[src/rtl/calcu_pkg.sv]
// Shared definitions for the calculator loader: FSM states, processor memory map, strobe polarity.
// Latency: n/a (declarations only).
// Backpressure: n/a.
// Optional feature macro: CALCU_LOADER_OPCLEAR_EN adds the CLR state (opcode word cleared after use).
package calcu_pkg;

  typedef enum logic [3:0] {
    IDLE,
    WR_A,
    GAP_A,
    WR_B,
    GAP_B,
    WR_OP,
    WAIT,
`ifdef CALCU_LOADER_OPCLEAR_EN
    CLR,
`endif
    DONE
  } calcuState_t;

  // Processor data-memory map
  localparam logic [31:0] ADDR_OPCODE = 32'd0;
  localparam logic [31:0] ADDR_OP_A   = 32'd16;
  localparam logic [31:0] ADDR_OP_B   = 32'd20;

  // Processor write strobe is active-low
  localparam logic WE_ACTIVE = 1'b0;
  localparam logic WE_IDLE   = 1'b1;

  localparam int PHASE_W = 8;

endpackage

[src/rtl/calcu_phase_timer.sv]
// Phase timer: loadable 8-bit down-counter that stops at zero and flags it.
// Latency: load value visible the cycle after the load edge; zero flag is combinational on the count.
// Backpressure: none; load has priority over counting.
// Ports: CLK/RST clock and async active-high reset, load/loadVal reload request and value, zero flag out.
module calcu_phase_timer
  import calcu_pkg::*;
(
  input  logic               CLK,
  input  logic               RST,
  input  logic               load,
  input  logic [PHASE_W-1:0] loadVal,
  output logic               zero
);

  logic [PHASE_W-1:0] count;

  always_ff @(posedge CLK or posedge RST) begin
    if (RST) begin
      count <= '0;
    end else if (load) begin
      count <= loadVal;
    end else if (count != '0) begin
      count <= count - 1'b1;
    end
  end

  assign zero = (count == '0);

endmodule

[src/rtl/calcu_loader.sv]
// Calculator loader: writes op_a, op_b and opcode into processor memory, waits, then captures the result.
// Latency: done pulses 5*HOLD_CYCLES+WAIT_CYCLES+1 cycles after start acceptance (6*HOLD+WAIT+1 with CALCU_LOADER_OPCLEAR_EN).
// Backpressure: none; start is only sampled in IDLE, busy flags an active sequence.
// Ports: CLK, RST (async active-high); start/op_a/op_b/opcode request; resultadoCalcu from processor;
//        EntradaCalcu/addressCalcu/writeEnableCalcu (active-low) to processor; busy, done, result status.
// Optional feature macro: CALCU_LOADER_OPCLEAR_EN writes 0 to the opcode address after the wait phase.
module calcu_loader
  import calcu_pkg::*;
#(
  parameter int unsigned HOLD_CYCLES = 10,
  parameter int unsigned WAIT_CYCLES = 16
) (
  input  logic        CLK,
  input  logic        RST,
  input  logic        start,
  input  logic [31:0] op_a,
  input  logic [31:0] op_b,
  input  logic [31:0] opcode,
  input  logic [31:0] resultadoCalcu,
  output logic [31:0] EntradaCalcu,
  output logic [31:0] addressCalcu,
  output logic        writeEnableCalcu,
  output logic        busy,
  output logic        done,
  output logic [31:0] result
);

  // Counter is reloaded with duration-1 on entry, so each phase lasts exactly its duration
  localparam logic [PHASE_W-1:0] HOLD_LOAD = PHASE_W'(HOLD_CYCLES - 1);
  localparam logic [PHASE_W-1:0] WAIT_LOAD = PHASE_W'(WAIT_CYCLES - 1);

  calcuState_t        state;
  calcuState_t        stateNext;
  logic               phaseZero;
  logic               phaseLoad;
  logic [PHASE_W-1:0] phaseLoadVal;
  logic [31:0]        opAReg;
  logic [31:0]        opBReg;
  logic [31:0]        opcodeReg;

  calcu_phase_timer phaseTimer (
    .CLK     (CLK),
    .RST     (RST),
    .load    (phaseLoad),
    .loadVal (phaseLoadVal),
    .zero    (phaseZero)
  );

  // State register
  always_ff @(posedge CLK or posedge RST) begin
    if (RST) begin
      state <= IDLE;
    end else begin
      state <= stateNext;
    end
  end

  // Next state and the phase length to load on entry to it
  always_comb begin
    stateNext    = state;
    phaseLoadVal = '0;
    case (state)
      IDLE:  if (start)     stateNext = WR_A;
      WR_A:  if (phaseZero) stateNext = GAP_A;
      GAP_A: if (phaseZero) stateNext = WR_B;
      WR_B:  if (phaseZero) stateNext = GAP_B;
      GAP_B: if (phaseZero) stateNext = WR_OP;
      WR_OP: if (phaseZero) stateNext = WAIT;
`ifdef CALCU_LOADER_OPCLEAR_EN
      WAIT:  if (phaseZero) stateNext = CLR;
      CLR:   if (phaseZero) stateNext = DONE;
`else
      WAIT:  if (phaseZero) stateNext = DONE;
`endif
      DONE:  stateNext = IDLE;
      default: stateNext = IDLE;
    endcase

    case (stateNext)
      WR_A, GAP_A, WR_B, GAP_B, WR_OP: phaseLoadVal = HOLD_LOAD;
`ifdef CALCU_LOADER_OPCLEAR_EN
      CLR:                             phaseLoadVal = HOLD_LOAD;
`endif
      WAIT:                            phaseLoadVal = WAIT_LOAD;
      default:                         phaseLoadVal = '0;
    endcase
  end

  assign phaseLoad = (stateNext != state);

  // Moore outputs decoded from the state register, so an async reset releases the strobe at once
  always_comb begin
    EntradaCalcu     = '0;
    addressCalcu     = '0;
    writeEnableCalcu = WE_IDLE;
    busy             = 1'b1;
    done             = 1'b0;
    case (state)
      IDLE: busy = 1'b0;
      WR_A: begin
        addressCalcu     = ADDR_OP_A;
        EntradaCalcu     = opAReg;
        writeEnableCalcu = WE_ACTIVE;
      end
      GAP_A: begin
        addressCalcu = ADDR_OP_A;
        EntradaCalcu = opAReg;
      end
      WR_B: begin
        addressCalcu     = ADDR_OP_B;
        EntradaCalcu     = opBReg;
        writeEnableCalcu = WE_ACTIVE;
      end
      GAP_B: begin
        addressCalcu = ADDR_OP_B;
        EntradaCalcu = opBReg;
      end
      WR_OP: begin
        addressCalcu     = ADDR_OPCODE;
        EntradaCalcu     = opcodeReg;
        writeEnableCalcu = WE_ACTIVE;
      end
`ifdef CALCU_LOADER_OPCLEAR_EN
      CLR: begin
        addressCalcu     = ADDR_OPCODE;
        writeEnableCalcu = WE_ACTIVE;
      end
`endif
      DONE: done = 1'b1;
      default: ;
    endcase
  end

  // Operands are frozen at acceptance so later input changes cannot corrupt the sequence
  always_ff @(posedge CLK or posedge RST) begin
    if (RST) begin
      opAReg    <= '0;
      opBReg    <= '0;
      opcodeReg <= '0;
    end else if (state == IDLE && start) begin
      opAReg    <= op_a;
      opBReg    <= op_b;
      opcodeReg <= opcode;
    end
  end

  // Result sampled on the final edge of the wait phase and held until the next capture
  always_ff @(posedge CLK or posedge RST) begin
    if (RST) begin
      result <= '0;
    end else if (state == WAIT && phaseZero) begin
      result <= resultadoCalcu;
    end
  end

endmodule

[config.mk]
export PLATFORM = sky130hd
export DESIGN_NAME = calcu_loader
export DESIGN_NICKNAME = d
export VERILOG_FILES = /design/src/rtl/calcu_pkg.sv /design/src/rtl/calcu_phase_timer.sv /design/src/rtl/calcu_loader.sv
export SDC_FILE = /design/constraint.sdc
export NUM_CORES = 1
export LEC_CHECK = 0
export ABC_AREA = 1
export CELL_PAD_IN_SITES_DETAIL_PLACEMENT = 1
export CELL_PAD_IN_SITES_GLOBAL_PLACEMENT = 1
export CORE_MARGIN = 2
export CORE_UTILIZATION = 33
export CTS_CLUSTER_DIAMETER = 120
export DETAILED_ROUTE_END_ITERATION = 7
export PLACE_DENSITY_LB_ADDON = 0.15
export REMOVE_ABC_BUFFERS = 1
export SLEW_MARGIN = 10
export SYNTH_ARGS = -nofsm -noshare
export SYNTH_HDL_FRONTEND = slang
export SYNTH_HIERARCHICAL = 1
export SYNTH_SLANG_ARGS = --single-unit
export TNS_END_PERCENT = 5
[constraint.sdc]
create_clock -name CLK -period 4.54 [get_ports CLK]
set_input_delay 0.454 -clock CLK [delete_from_list [all_inputs] [get_ports CLK]]
set_output_delay 0.454 -clock CLK [all_outputs]
set_load 0.01 [all_outputs]
Word-level counts from Yosys, hierarchy flattened --
Cells that the tools add are included.
Operators by class: multipliers 0, shift-type cells 0, div/mod/pow operators 0, $lt $le $gt $ge 0, add/sub/neg operators 1, reductions and logical operators 10, muxes and demuxes 16, bitwise operators 0, eq/ne operators 14
Operator list (number):
- one-hot mux 32 bit (3 select lines) | 1
- equality test 4 x 3 -> 1 bit, second input constant | 7
- two-way mux 4 bit | 7
- one-hot mux 4 bit (7 select lines) | 1
- equality test 4 x 2 -> 1 bit, second input constant | 4
- two-way mux 8 bit | 2
- one-hot mux 5 bit (2 select lines) | 1
- equality test 4 x 1 -> 1 bit, second input constant | 2
- logical NOT 8 bit | 1
- one-hot mux 4 bit (2 select lines) | 1
- nonzero test 8 bit | 1
- subtractor 8 x 1 -> 8 bit, second input constant | 1
- OR reduction 5 bit | 1
- logical NOT 4 bit | 1
- != test 4 bit | 1
- OR reduction 2 bit | 2
- two-way mux 1 bit | 3
- OR reduction 3 bit | 1
- logical AND 1 bit | 2
- nonzero test 2 bit | 1
Word-level totals: memories kept 0, latch bits 0, input bits 131, bits in writable memories 0, logic and storage cells 47, register bits 140, bits in read-only memories 0

Logic depth before layout (Yosys ltp) --
depth after elaboration 7, gate-level depth with buffers 17, mapped depth without buffers 16

By module --
Netlist, hierarchy kept.
Modules (own cells, without submodules):
- calcu_loader | instances 1, area an instance 6078.3 sq um, cells an instance 704
- calcu_phase_timer | instances 1, area an instance 530.5 sq um, cells an instance 71

Worst setup path after synthesis --
OpenSTA, ideal clock, no wires.
path kind flip-flop to flip-flop, from reg phaseTimer.count[0], to reg phaseTimer.count[0], required time 4422 ps, cell stages (with the launch flop) 17, path slack 2399 ps, arrival 2022 ps, setup time 118 ps, path buffers 1, cells stage by stage dfrtp_1 -> inv_1 -> ha_1 -> nand2_4 -> nor2_8 -> inv_1 -> nand3_1 -> nand2_1 -> nor2_1 -> nand2_2 -> nand2_1 -> nand3_1 -> buf_4 -> nand2_1 -> o21ai_0 -> nand2_1 -> o21ai_2
On the way: elaborated cells on any way between the ends 22, classes of those cells add/sub: 1; eq/ne: 7; mux: 10; reduce/logical: 4
RTL lines:
- from (decl) | RTL line calcu_phase_timer.sv:15 | logic [PHASE_W-1:0] count;
- from (signal assigned) | RTL line calcu_phase_timer.sv:21 | count <= loadVal;
- from (signal assigned) | RTL line calcu_phase_timer.sv:23 | count <= count - 1'b1;
- logical NOT 8 bit * | RTL line calcu_phase_timer.sv:27 | assign zero = (count == '0);
- via phaseZero | RTL line calcu_loader.sv:34 | logic phaseZero;
- two-way mux 4 bit (tied with other cells) | RTL line calcu_loader.sv:73 | WAIT: if (phaseZero) stateNext = DONE;
- one-hot mux 4 bit (7 select lines) * | RTL line calcu_loader.sv:62 | case (state)
- via stateNext[0] | RTL line calcu_loader.sv:33 | calcuState_t stateNext;
- != test 4 bit * | RTL line calcu_loader.sv:89 | assign phaseLoad = (stateNext != state);
- via phaseLoad | RTL line calcu_loader.sv:35 | logic phaseLoad;
- two-way mux 8 bit / nonzero test 2 bit (equally long branches)
The timed path passes the listed nets; every way through them passes the cells marked *. The select of a mux whose other input is x is not followed. A chain may end at the register's enable or synchronous reset.

Worst setup path after layout --
from reg state[3], to out EntradaCalcu[9]
On the way: longest elaborated chain between the ends 3, elaborated cells on any way between the ends 8, classes of those cells eq/ne: 5; mux: 1; reduce/logical: 2
RTL lines:
- from (decl) | RTL line calcu_loader.sv:32 | calcuState_t state;
- from (signal assigned) | RTL line calcu_loader.sv:54 | state <= stateNext;
- equality test 4 x 2 -> 1 bit (tied with other cells) | RTL line calcu_loader.sv:98 | case (state)
- OR reduction 2 bit (no source line)
- one-hot mux 32 bit (3 select lines) * | RTL line calcu_loader.sv:98
- to (decl) | RTL line calcu_loader.sv:20 | output logic [31:0] EntradaCalcu,
Every way passes the cells marked *; elsewhere a longest branch is shown, timed or not.

==> metrics.md <==
| Metric | Value |
|---|---|
| Post-synthesis sequential area ratio | 0.5301 |
| Critical path capture point type | output pin |
| Yosys reg bits | between 100 and 150 |
| Most common cell after layout, fill and taps aside | nand2_1 |
| NumNets Final | 1100 |
| Synth top area share | 0.5301 |
| CTS tree | built |
| Power Density | approximately 380 mW/mm² |
| DR DRC count | 0 |
| Die width | around 150 µm |
| Root buffer cell | clkbuf_16 |
| Async set-reset flop share out of synthesis | 1.000 |
| Cts repair resizes | 0 |
| Syn avg cell area | about 8.5 µm² |
| Max-slew violation count | 0 |
| Worst-Skew Late Latency | between 0.4 and 0.5 ns |
| Final period util | 0.7677 |
| First-pass GRT wire length | about 31000 µm |
| Dominant synthesized flop cell | dfrtp_1 |
| R2r setup slk | 1.78 ns |
| Worst Clk Skew | slightly below 0.008 ns |
| DIE HEIGHT | 145.5 µm |
| Top cells by area, synth | dfrtp_1 (53%), nand2_1 (20%), buf_4 (4.8%) |
| Detailed-route via count | roughly 5500 |
| Remaining Overflow, GRT | 0 |
| Unrepaired setup endpoints after global routing | no |
| CTS Buf Count | 17 |
| Endpoints failing hold | 0 |
| Postcts setup bufs | 0 |
| DRT iter0 DRCs | approximately 230 |
| WS Path Type | flip-flop to output pin |
| Antenna Nets Post-Route | 0 |
| Row Count | just over 50 |
| Post-synthesis cell count | about 780 |
| Vias/cell | between 4 and 5 |
| DRT Wirelength | between 15000 and 20000 µm |
| Deepest level of the CTS H-tree | 4 |
| Hold/Removal Path Class | primary input to asynchronous set/reset pin |
| Most area-hungry cell type in the Yosys netlist | dfrtp_1 |
| Vias in the first global route | 5692 |
| Worst-path clk slew | about 0.06 ns |
| R2R depth | 15 |
| Final HPWL DP | 12830 µm |
| Clk sinks | 140 |
| Post-CTS Hold Buffers | 0 |
| Most frequent cells in the layout | nand2_1 (360), clkdlybuf4s50_1 (199), dfrtp_1 (140) |
| WL/cell | 15.12 µm |
| Pwr Total | 3.507 mW |
| Worst-Margin Slew | 1.077 ns |
| Post-synth EDFFs | 0 |
| Final setup viols | 0 |
| IO buf count | ~200 |
| Die area | 0.02117 mm² |
| I/O pin count | 230 |
| Setup TNS | 0 ns |
| Max Cap Viol | 0 |
| Peak VDD IR | 288.3 µV |
| Fmax | approximately 290 MHz |
| Run status | complete, no violations |
| CP startpoint kind | flip-flop |
| Initial antenna violation count | 1 |
| Core area | between 0.015 and 0.02 mm² |
| Crit-path max FO | 22 |
| RR Startpoint | phaseTimer/count[0] |
| Synthesis warning total | 6 |
| Distinct cells, synth | 29 |
| Initial core utilization | 0.3385 |
| Layout cells sized above 1 | 0.08673 |
| FF-to-FF End | phaseTimer/count[0] |
| Max_slew headroom | 0.2790 |
| Layout area overhead | 39.83% |
| Clock Path Buffers | 2 |
| GRT Overall Usage | 0.1828 |
| Netlist Area Pre-Place | ~0.0066 mm² |
| Largest net degree at the start of global routing | 86 |
| Minimum clock period | ~3.5 ns |
| P_leak | roughly 4.3 nW |
| Critical path required time | roughly 4 ns |
| Length of the first detailed-routing pass in iterations | 6 |
| Critical path arrival | 3.03 ns |
| GPL Wtd Cong | 0.7723 |
synth_stat cells, types with 2 or more instances:
library cell  number
inv_2              5
o211ai_1           2
inv_1             49
buf_4             42
nor2_2             2
nand2_4            2
buf_2              7
buf_6             10
dfrtp_1          140
nand2_2            3
a22oi_2           18
nand3_1           18
nand2_1          360
a22oi_1           14
clkbuf_1           7
nor2_1            12
o21ai_1           22
o21ai_2            8
o21ai_0           40
nor2_4             5
how the worst max path moves through the flow:
| stage | from | end | slack, ns | depth (start not counted) |
|---|---|---|---|---|
| after floorplan | RST | opAReg[0] | 0.56 | 1 |
| after global placement | state[3] | EntradaCalcu[7] | 1.51 | 7 |
| after detailed placement | state[3] | EntradaCalcu[9] | 1.46 | 7 |
| after CTS | state[3] | EntradaCalcu[9] | 0.99 | 7 |
| after global routing | state[3] | EntradaCalcu[5] | 0.85 | 7 |
| final | state[3] | EntradaCalcu[9] | 1.05 | 7 |
per-stage QoR:
| step | std cells | setup slack, ns | hold slack, ns | area (µm²) | utilization |
|---|---|---|---|---|---|
| floorplan | 743 | 0.5600 | 0.2697 | 6247 | - |
| global placement | 1214 | 1.507 | 0.4555 | 8636 | 0.4423 |
| detailed placement | 1214 | 1.458 | 0.4592 | 8636 | 0.4423 |
| CTS | 1245 | 0.9901 | 0.4314 | 9239 | 0.4732 |
| global route | 1246 | 0.8526 | 0.4539 | 9241 | 0.4733 |
| finish | 1246 | 1.055 | 0.4273 | 9241 | 0.4733 |
state kept, by name (all words and copies together) (netlist names):
| register | count |
|---|---|
| opAReg | 32 |
| opBReg | 32 |
| opcodeReg | 32 |
| result | 32 |
| phaseTimer/count | 8 |
| state | 4 |
logic make-up after synthesis:
| kind of cell | share of synthesized area |
|---|---|
| flops | 0.5301 |
| simple gates | 0.2478 |
| buf+inv | 0.1047 |
| compound gates | 0.1123 |
| xor+xnor | 0.002651 |
| fa+ha+maj | 0.001893 |
| other cells | 0.0005674 |
metal layers:
| layer | track usage | share of wire |
|---|---|---|
| met2 | 0.3014 | 0.49 |
| met3 | 0.05047 | 0.054 |
| met5 | 0 | 0 |
| met1 | 0.2322 | 0.44 |
| met4 | 0.06275 | 0.016 |
worst max-delay path, cell delays in order, from the launching register on:
cell	delay [ns]
dfrtp_1	0.44
nor2_4	0.24
inv_1	0.10
o21ai_4	0.68
buf_4	0.37
a22oi_1	0.10
o21ai_1	0.12
clkdlybuf4s50_1	0.55
power by group:
part           switching (mW)  internal [mW]
logic                   0.294          0.242
registers               0.107           1.42
clock network           0.561          0.881
total                   0.962           2.54
area by class of cell:
cell class | instances | area [µm²]
fillers | 2307 | 10280
flip-flops and latches | 140 | 3503
multi-input cells | 549 | 2549
repair buffers | 206 | 2044
clock buffers | 18 | 439.2
well taps | 265 | 331.6
inverters | 54 | 207.7
clock inverters | 13 | 163.9
diodes | 1 | 2.502
(Power assumes the default switching activity.)
